==> src/rtl/matvec_pkg.sv <==
// matvec_pkg: shared widths and element types for the matvec datapath stages.
package matvec_pkg;
   localparam int IN_ELEM_W  = 28;
   localparam int OUT_ELEM_W = 14;
   localparam int VEC_LEN_D  = 8;
   typedef logic signed [IN_ELEM_W-1:0]  in_elem_t;
   typedef logic signed [OUT_ELEM_W-1:0] out_elem_t;
   typedef struct packed {
      out_elem_t data;
      logic      last;
   } rq_entry_t;
endpackage

==> src/rtl/sync_fifo.sv <==
// sync_fifo: single-clock FIFO with registered occupancy count and full/empty flags.
module sync_fifo #(
   parameter int WIDTH = 15,
   parameter int DEPTH = 4
) (
   input  logic             clk,
   input  logic             reset,
   input  logic             push,
   input  logic             pop,
   input  logic [WIDTH-1:0] wdata,
   output logic [WIDTH-1:0] rdata,
   output logic             full,
   output logic             empty
);
   localparam int AW = $clog2(DEPTH);
   logic [WIDTH-1:0] mem [DEPTH];
   logic [AW-1:0]    wp, rp;
   logic [AW:0]      cnt;
   logic             push_ok, pop_ok;
   assign full    = cnt == (AW+1)'(DEPTH);
   assign empty   = cnt == '0;
   assign push_ok = push && !full;
   assign pop_ok  = pop && !empty;
   assign rdata   = mem[rp];
   always_ff @(posedge clk) begin
      if (reset) begin
         wp  <= '0;
         rp  <= '0;
         cnt <= '0;
      end else begin
         if (push_ok) wp <= wp + 1'b1;
         if (pop_ok) rp <= rp + 1'b1;
         cnt <= cnt + (AW+1)'(push_ok) - (AW+1)'(pop_ok);
      end
   end
   always_ff @(posedge clk)
      if (push_ok) mem[wp] <= wdata;
endmodule

==> src/rtl/matvec_requant_out.sv <==
// matvec_requant_out: rounds, shifts, optionally ReLUs and saturates the dot-product
// stream, then queues the result with a per-vector last tag for the next layer.
module matvec_requant_out
   import matvec_pkg::*;
#(
   parameter int IN_W    = IN_ELEM_W,
   parameter int OUT_W   = OUT_ELEM_W,
   parameter int SHIFT   = 4,
   parameter int RELU    = 1,
   parameter int VEC_LEN = VEC_LEN_D,
   parameter int DEPTH   = 4
) (
   input  logic                    clk,
   input  logic                    reset,
   input  logic                    input_valid,
   output logic                    input_ready,
   input  logic signed [IN_W-1:0]  input_data,
   output logic                    output_valid,
   input  logic                    output_ready,
   output logic signed [OUT_W-1:0] output_data,
   output logic                    output_last
);
   localparam int IW = $clog2(VEC_LEN);
   localparam logic signed [IN_W:0] HALF = ((IN_W+1)'(1) << SHIFT) >> 1;
   localparam logic signed [IN_W:0] RMAX = (IN_W+1)'((1 << (OUT_W-1)) - 1);
   localparam logic signed [IN_W:0] RMIN = ~RMAX;
   logic signed [IN_W:0]    ext, rnd, sh, rl;
   logic signed [OUT_W-1:0] sat;
   logic [IW-1:0]           idx;
   logic [OUT_W:0]          head;
   logic                    full, empty, push;
   // One extra bit of headroom keeps the rounding add from overflowing.
   always_comb begin
      ext = {input_data[IN_W-1], input_data};
      rnd = ext + HALF;
      sh  = rnd >>> SHIFT;
      rl  = (RELU != 0 && sh < 0) ? '0 : sh;
      sat = OUT_W'(rl > RMAX ? RMAX : rl < RMIN ? RMIN : rl);
   end
   assign input_ready  = !full && !reset;
   assign push         = input_valid && input_ready;
   assign output_valid = !empty;
   assign output_data  = empty ? '0 : head[OUT_W:1];
   assign output_last  = !empty && head[0];
   always_ff @(posedge clk) begin
      if (reset) idx <= '0;
      else if (push) idx <= (idx == IW'(VEC_LEN-1)) ? '0 : idx + 1'b1;
   end
   sync_fifo #(.WIDTH(OUT_W+1), .DEPTH(DEPTH)) u_fifo (
      .clk   (clk),
      .reset (reset),
      .push  (push),
      .pop   (output_ready),
      .wdata ({sat, idx == IW'(VEC_LEN-1)}),
      .rdata (head),
      .full  (full),
      .empty (empty)
   );
endmodule

==> config.mk <==
export PLATFORM = sky130hd
export DESIGN_NAME = matvec_requant_out
export DESIGN_NICKNAME = d
export VERILOG_FILES = /design/src/rtl/matvec_pkg.sv /design/src/rtl/sync_fifo.sv /design/src/rtl/matvec_requant_out.sv
export SDC_FILE = /design/constraint.sdc
export NUM_CORES = 1
export LEC_CHECK = 0
export ABC_CLOCK_PERIOD_IN_PS = 4300
export CAP_MARGIN = 20
export CORE_MARGIN = 4
export CORE_UTILIZATION = 45
export DETAILED_ROUTE_END_ITERATION = 8
export PLACE_DENSITY = 0.71
export SLEW_MARGIN = 20
export SYNTH_ARGS = -nofsm -noshare
export SYNTH_HDL_FRONTEND = slang
export SYNTH_SLANG_ARGS = --single-unit
==> constraint.sdc <==
create_clock -name clk -period 4.3 [get_ports clk]
set_input_delay 0.43 -clock clk [delete_from_list [all_inputs] [get_ports clk]]
set_output_delay 0.43 -clock clk [all_outputs]
set_load 0.005 [all_outputs]
==> results of run 1 <==
[worst paths after layout]
path	end	slack [ns]
setup / recovery	u_fifo.mem[0][13]$_DFFE_PP_	1.28
hold / removal	idx[2]$_SDFFE_PP0P_	0.51
setup reg to reg	u_fifo.cnt[2]$_SDFF_PP0_	1.67
hold reg to reg	idx[2]$_SDFFE_PP0P_	0.51
[cell families after synthesis]
family	after synthesis	share of synthesized area (%)
and+or+nand+nor	94	16.2
muxes	15	9.43
AOI/OAI and AO/OA	30	5.66
xor gates and xnor gates	20	5.10
DFF	72	57.0
adders and majority gates	10	3.70
other	1	0.105
buffers and inverters	22	2.79
[area by class of cell]
type | instances | area [µm²] | share of cell area [%]
Timing Repair Buffer | 46 | 458 | 10.7
Inverter | 10 | 37.5 | 0.874
Clock buffer | 13 | 159 | 3.70
Tap cell | 102 | 128 | 2.97
Sequential cell | 72 | 2040 | 47.6
Clock inverter | 3 | 16.3 | 0.379
Multi-Input combinational cell | 173 | 1450 | 33.8
[power by group]
part | internal (mW) | switching (mW)
sequential | 0.818 | 0.0682
combinational | 0.363 | 0.219
clock | 0.240 | 0.229
total | 1.42 | 0.516
[flip-flops by register name (all words and copies together) (netlist names), named ones only]
| register | flops |
|---|---|
| u_fifo.mem | 60 |
| u_fifo.rp | 2 |
| idx | 3 |
| u_fifo.cnt | 3 |
| u_fifo.wp | 2 |
[synth_stat cells (all sizes together) (2+ instances only)]
cell / n
a21oi: 3
a31oi: 15
and2: 17
and3: 5
and4: 2
buf: 5
clkbuf: 7
dfxtp: 12
edfxtp: 60
ha: 9
inv: 10
mux4: 15
nand2: 8
nand2b: 2
nand3: 11
nand4: 7
nor2: 16
nor2b: 3
nor3: 16
nor3b: 2
nor4: 2
o21ai: 3
xnor2: 14
xor2: 6
[metrics by stage]
stage,worst slack [ns],instance area [µm²],hold slack [ns]
2_1_floorplan,1.98,3590,0.453
3_3_place_gp,1.05,4120,0.466
3_5_place_dp,0.956,4120,0.493
4_1_cts,1.20,4290,0.505
5_1_grt,1.08,4290,0.555
6_report,1.28,4290,0.506
[worst reg2reg max path, delay by kind of cell (launching register included)]
kind | cells | cell delay [ns]
xor gates and xnor gates | 2 | 0.32
DFF | 1 | 0.35
adders and majority gates | 3 | 0.80
and+or+nand+nor | 3 | 0.93
buffers and inverters | 2 | 0.11
[per-layer routing]
metal	up-vias	global-route usage (%)
li1	1097	-
met1	1073	19.3
met2	48	22.9
met3	6	3.37
met4	0	4.47
met5	-	0
==> flow_summary.yaml, run 1 <==
die:
  die_w_um: 97.2
  core_area_um2: 7730
  start_util_pct: 46.4
  pin_count: 49
  die_height_um: 97.2
  dieArea_um2: 9450
  row_count: 32
timing:
  setup_viol: 0
  finalCritPeriodShare_pct: 70.1
  rsz0062_at_grt: "false"
  worst_slew_pin_slew_ns: 0.860
  relSlewSlack_pct: 42.6
  fmax_mhz: 332
  fin_worst_skew_ns: 0.00894
  slew_viol_final: 0
  period_needed_ns: 3.02
  hold_violations: 0
  fin_setup_tns_ns: 0
global_routing:
  antenna_found_initial: 0
  grt_pass1_wl_mm: 10.9
  grt_max_degree: 18
  grt_pass1_vias: 2255
  grt-ovfl-total: 0
  grtUsageTotal_pct: 14.3
setup_path:
  path_delay_family: "simple AND/OR/NAND/NOR gates"
  crit_top_cell: "a31oi_1"
  crit_cells: 8
  critical_path_class: "input pin to flop"
  arrival_ns: 3.02
  worstReg2RegStart: "u_fifo.cnt[1]$_SDFF_PP0_"
  slowest_stage: "nor4_4"
  crit_path_start_kind: "input pin"
  cp_data_required_time_ns: 4.30
  worstRegToRegCells: 10
  cpPeakStageDelay_ns: 0.66
  crit_buf_inv: 1
  cp_max_fo: 13
  endpoint_kind: "flop"
  startpoint: "input_data[3]"
  crit_chain: "clkdlybuf4s50_1 > ha_1 > nand3_1 > nor2_2 > a2111oi_0 > a31oi_1 > nor4_4 > a31oi_1"
min_path:
  hp-start: "idx[2]$_SDFFE_PP0P_"
  worstHoldPathType: "flop to flop"
  holdPathStages: 2
clocking:
  clkTransAtPathRegs_ns: 0.07
  ctsLongestPathBuffers: 2
  htreeDepth: 3
  clkLatencyLatePin_ns: 0.33
  root_buffer: "clkbuf_8"
  post_cts_buffers: 0
  cts_resized: 0
  holdBufCountCts: 0
  cts_buffers: 9
  cts_tree: "built"
  cts.sinks: 72
synthesis:
  synth_area_leader_cell: "edfxtp_1"
  synthArstFlopShare_pct: 0
  syn_area_um2: 3580
  avgSynthCellArea_um2: 13.6
  synth-seq-area-share_pct: 57.0
  synth_area_leaders: "edfxtp_1 (50%), mux4_2 (9.4%), dfxtp_1 (6.7%), xnor2_1 (3.2%), ha_1 (3.1%)"
  yosysWarnings: 0
  ys_ff_latch: 72
  yosysTopAreaCellShare_pct: 50.3
  synth.distinct_cells: 50
  synthCells: 264
  synth_edf_count: 60
  ys.flop_type: "edfxtp_1"
cells_and_area:
  stdcell_count: 419
  areaGrowthSynthToFinish_pct: 19.8
  drive_gt1_share_pct: 14.5
  n_fill_cell: 641
  mostFrequentLayoutCells: "edfxtp_1 (60), clkdlybuf4s50_1 (45), and2_1 (17)"
  n_antenna_cell: 0
  final_common_cell: "edfxtp_1"
  fin_util_pct: 55.6
  nNetsFinal: 354
placed_design:
  dp_hpwl_mm: 4.54
  numPortBuffers: 45
  dp_cells: 403
  place_congestion: 0.833
detailed_routing:
  vias: 2224
  top_layer_used: "met4"
  drtIter0Drc: 100
  avgViaCountPerCell: 5.31
  routed_wl_mm: 6.39
  wl_met1_mm: 3.00
  drc: 0
  routedWlPerCell_um: 15.3
  dr.pass1.iters: 4
  ant_nets: 0
  met3_length_um: 242
  wl_met2_mm: 3.09
power_and_ir_drop:
  p_per_area_nw_per_um2: 451
  ir_drop_uv: 188
  finalPower_mw: 1.94
  p_leak_nw: 1.45
outcome:
  status: "complete, no violations"
run:
  cap_viol_max_count: 0
Note: power is estimated with default switching activity, not from simulation.
==> inputs of run 2 (changes only) <==
--- a/config.mk
+++ b/config.mk
@@ -5,7 +5,7 @@
 export SDC_FILE = /design/constraint.sdc
 export NUM_CORES = 1
 export LEC_CHECK = 0
-export ABC_CLOCK_PERIOD_IN_PS = 4300
+export ABC_CLOCK_PERIOD_IN_PS = 2800
 export CAP_MARGIN = 20
 export CORE_MARGIN = 4
 export CORE_UTILIZATION = 45
==> constraint.sdc (replaced) <==
create_clock -name clk -period 2.8 [get_ports clk]
set_input_delay 0.28 -clock clk [delete_from_list [all_inputs] [get_ports clk]]
set_output_delay 0.28 -clock clk [all_outputs]
set_load 0.005 [all_outputs]
==> flow_summary.yaml, run 2 (synthesized netlist as in run 1, its figures left out) <==
setup_path:
  crit_path_start_kind: "input pin"
  cp_max_fo: 13
  startpoint: "input_data[3]"
  critical_path_class: "input pin to flop"
  worstReg2RegStart: "u_fifo.cnt[1]$_SDFF_PP0_"
  slowest_stage: "clkdlybuf4s50_1"
  endpoint_kind: "flop"
  cpPeakStageDelay_ns: 0.45
  cp_data_required_time_ns: 2.82
  crit_top_cell: "a31oi_1"
  rrSetupSlack_ns: 0.47
  crit_chain: "clkdlybuf4s50_1 > ha_1 > nand3_1 > nor2_2 > a2111oi_0 > a31oi_1 > nor4_4 > buf_12 > a31oi_1"
  arrival_ns: 2.45
cells_and_area:
  n_antenna_cell: 0
  drive_gt1_share_pct: 19.0
  areaGrowthSynthToFinish_pct: 24.4
  largest-register: "u_fifo.mem"
  nNetsFinal: 374
  largest_reg_flops: 60
  final_common_cell: "edfxtp_1"
  mostFrequentLayoutCells: "edfxtp_1 (60), clkdlybuf4s50_1 (45), buf_4 (20), and2_1 (17)"
  fin_util_pct: 57.7
  top_regs: "u_fifo.mem: 60 flops, idx: 3 flops, u_fifo.cnt: 3 flops"
placed_design:
  dp_hpwl_mm: 4.86
  place_congestion: 0.843
  numPortBuffers: 45
clocking:
  cts.sinks: 72
  cts_resized: 0
  cts_buffers: 9
  holdBufCountCts: 0
  clkLatencyLatePin_ns: 0.33
  clkTransAtPathRegs_ns: 0.08
  root_buffer: "clkbuf_8"
  ctsLongestPathBuffers: 2
  htreeDepth: 3
  cts_tree: "built"
  post_cts_buffers: 0
timing:
  period_needed_ns: 2.43
  hold_violations: 0
  fin_setup_tns_ns: 0
  fmax_mhz: 412
  finalCritPeriodShare_pct: 86.7
  fin_hold_ws_ns: 0.494
  rsz0062_at_grt: "false"
  fin_worst_skew_ns: 0.0134
  slew_viol_final: 0
  setup_viol: 0
detailed_routing:
  avgViaCountPerCell: 5.22
  ant_nets: 0
  drtIter0Drc: 106
  routed_wl_mm: 6.69
  routedWlPerCell_um: 15.3
  dr.pass1.iters: 4
  drc: 0
  vias: 2287
die:
  start_util_pct: 46.4
  dieArea_um2: 9450
  die_height_um: 97.2
  die_w_um: 97.2
  pin_count: 49
  row_count: 32
  core_area_um2: 7730
min_path:
  worstHoldPathType: "flop to flop"
  hp-start: "idx[2]$_SDFFE_PP0P_"
power_and_ir_drop:
  p_leak_nw: 1.55
  p_per_area_nw_per_um2: 682
  finalPower_mw: 3.04
  ir_drop_uv: 294
global_routing:
  antenna_found_initial: 0
  grt_max_degree: 17
  grtUsageTotal_pct: 14.7
  grt-ovfl-total: 0
  grt_pass1_wl_mm: 11.2
  grt_pass1_vias: 2309
outcome:
  status: "complete, no violations"
run:
  cap_viol_max_count: 0
## run 2: cell types whose count changed in the layout (fill, tap and decap cells not counted), sizes merged
cell	change
buf	+20
clkbuf	-3
clkinv	+2
bufinv	+1
inv	-1
## run 2: routing by layer
metal | track usage (%) | part of all wire, %
met5 | 0 | 0
met3 | 3.02 | 5.1
met2 | 25.3 | 49
met1 | 18.7 | 45
met4 | 4.58 | 1.2
## run 2: final cells by class
| type | instances | area [µm²] |
|---|---|---|
| Inverter | 10 | 37.5 |
| Sequential cell | 72 | 2040 |
| Timing Repair Buffer | 66 | 621 |
| Multi-Input combinational cell | 173 | 1450 |
| Clock inverter | 5 | 48.8 |
| Tap cell | 102 | 128 |
| Fill cell | 636 | 3270 |
| Clock buffer | 10 | 128 |
## run 2: worst max-delay path: cells and delay by family
family / cells / cell delay (ns)
compound gates: 3 / 0.74
fa+ha+maj: 1 / 0.24
buf+inv: 2 / 0.63
simple gates: 3 / 0.55
## run 2: power breakdown
part | total, mW | switching, mW | internal, mW
combinational | 0.993 | 0.397 | 0.597
clock | 0.741 | 0.341 | 0.399
sequential | 1.31 | 0.0521 | 1.25
## run 2: worst paths after layout
check | endpoint | depth (start not counted)
max reg2reg | u_fifo.cnt[2]$_SDFF_PP0_ | 10
max | u_fifo.mem[1][7]$_DFFE_PP_ | 9
min | idx[2]$_SDFFE_PP0P_ | 2
min reg2reg | idx[2]$_SDFFE_PP0P_ | 2
## run 2: through the flow
step	instances	instance area, µm²	worst slack, ns
floorplan	267	3590	0.484
global placement	423	4280	0.198
detailed placement	423	4280	0.0659
CTS	438	4460	0.394
global route	438	4460	0.258
finish	438	4460	0.373
==> inputs of run 3 (changes only) <==
--- a/config.mk
+++ b/config.mk
@@ -10,6 +10,7 @@
 export CORE_MARGIN = 4
 export CORE_UTILIZATION = 45
 export DETAILED_ROUTE_END_ITERATION = 8
+export GPL_TIMING_DRIVEN = 0
 export PLACE_DENSITY = 0.71
 export SLEW_MARGIN = 20
 export SYNTH_ARGS = -nofsm -noshare
==> flow_summary.yaml, run 3 (synthesized netlist as in run 1, its figures left out) <==
timing:
  relSlewSlack_pct: 48.2
  finalCritPeriodShare_pct: 93.8
  fmax_mhz: 381
  worst_slack_ns: 0.174
  fin_worst_skew_ns: 0.00989
  hold_violations: 0
  worst_slew_pin_slew_ns: 0.777
  slew_viol_final: 0
  period_needed_ns: 2.63
  rsz0062_at_grt: "false"
  setup_viol: 0
min_path:
  hold_end: "idx[1]$_SDFFE_PP0P_"
  holdPathStages: 2
  hp-start: "idx[1]$_SDFFE_PP0P_"
  worstHoldPathType: "flop to flop"
run:
  cap_viol_max_count: 0
cells_and_area:
  nNetsFinal: 364
  n_antenna_cell: 0
  top_regs: "u_fifo.mem: 60 flops, idx: 3 flops, u_fifo.cnt: 3 flops"
  mostFrequentLayoutCells: "edfxtp_1 (60), clkdlybuf4s50_1 (45), and2_1 (17)"
  n_fill_cell: 635
  largest_reg_flops: 60
  final_common_cell: "edfxtp_1"
  largest-register: "u_fifo.mem"
  drive_gt1_share_pct: 15.0
  areaGrowthSynthToFinish_pct: 21.6
die:
  dieArea_um2: 9450
  die_w_um: 97.2
  row_count: 32
  start_util_pct: 46.4
  die_height_um: 97.2
  core_area_um2: 7730
  pin_count: 49
detailed_routing:
  ant_nets: 0
  vias: 2217
  routed_wl_mm: 6.17
  dr.pass1.iters: 4
  drtIter0Drc: 96
  drc: 0
  avgViaCountPerCell: 5.17
  routedWlPerCell_um: 14.4
setup_path:
  arrival_ns: 2.35
  rr_endpoint: "u_fifo.cnt[2]$_SDFF_PP0_"
  endpoint_kind: "output port"
  cp_data_required_time_ns: 2.52
  worstReg2RegStart: "u_fifo.cnt[1]$_SDFF_PP0_"
  cp_max_fo: 10
  crit_path_start_kind: "flop"
  critical_path_class: "flop to output port"
  worstRegToRegCells: 11
  rrSetupSlack_ns: 0.27
global_routing:
  antenna_found_initial: 0
  grt_pass1_wl_mm: 10.3
  grtUsageTotal_pct: 13.6
  grt-ovfl-total: 0
  grt_pass1_vias: 2174
  grt_max_degree: 16
power_and_ir_drop:
  p_leak_nw: 1.47
  ir_drop_uv: 272
  p_per_area_nw_per_um2: 694
  finalPower_mw: 3.02
clocking:
  htreeDepth: 3
  cts_buffers: 9
  clkLatencyLatePin_ns: 0.32
  root_buffer: "clkbuf_8"
  cts.sinks: 72
  cts_tree: "built"
  ctsLongestPathBuffers: 2
  clkTransAtPathRegs_ns: 0.07
placed_design:
  dp_hpwl_mm: 4.55
  preCtsSetupSlack_ns: -0.134
  place_congestion: 0.826
  numPortBuffers: 45
outcome:
  status: "complete, no violations"
run 3: worst max-delay path by stage:
stage	from	to	depth (start not counted)
after global placement	input_data[3]	u_fifo.mem[0][9]$_DFFE_PP_	9
after CTS	flop	output_data[10]	4
final	flop	output_data[5]	4
after global routing	input_data[3]	u_fifo.mem[0][9]$_DFFE_PP_	9
after floorplan	u_fifo.cnt[1]$_SDFF_PP0_	u_fifo.cnt[2]$_SDFF_PP0_	11
after detailed placement	input_data[3]	u_fifo.mem[0][7]$_DFFE_PP_	9
run 3: metrics by stage:
stage	setup TNS [ns]	util [%]	hold WS, ns	std cells	instance area [µm²]
floorplan	0	-	0.453	267	3590
global placement	-1.54	54.0	0.469	414	4170
detailed placement	-4.15	54.0	0.471	414	4170
CTS	0	56.4	0.486	429	4360
global route	0	56.4	0.523	429	4360
finish	0	56.4	0.482	429	4360
run 3: area by class of cell:
class	instances	area [µm²]	share of cell area, %
tap	102	128	2.93
timing repair buffer	45	450	10.3
sequential	72	2040	46.9
multi-input combinational	173	1450	33.3
clock buffer	9	124	2.84
inverter	10	37.5	0.861
clock inverter	7	62.6	1.44
buffer	11	61.3	1.41
run 3: power breakdown:
group	switching, mW	internal [mW]	leakage [nW]
registers	0.0643	1.26	0.646
logic	0.376	0.578	0.738
clock network	0.350	0.402	0.0901
total	0.790	2.23	1.47
run 3: repair_timing:
item / CTS / global route
gates resized for setup: 1 / 0
hold buffers: 0 / 0
buffers inserted: 0 / 0
setup endpoints to repair: 10 / 0
run 3: routing by layer:
metal	share of wire [%]	vias up	GRT usage, %
met4	0.92	0	5.75
met1	46	1040	16.8
met5	0	-	0
li1	-	1119	-
met2	48	56	23.2
met3	5.2	2	2.87
run 3: worst max-delay path: stages, from the launching register on:
cell and delay (ns):
dfxtp_1 0.56, buf_4 0.31, mux4_2 0.54, and2_1 0.17, clkdlybuf4s50_1 0.43
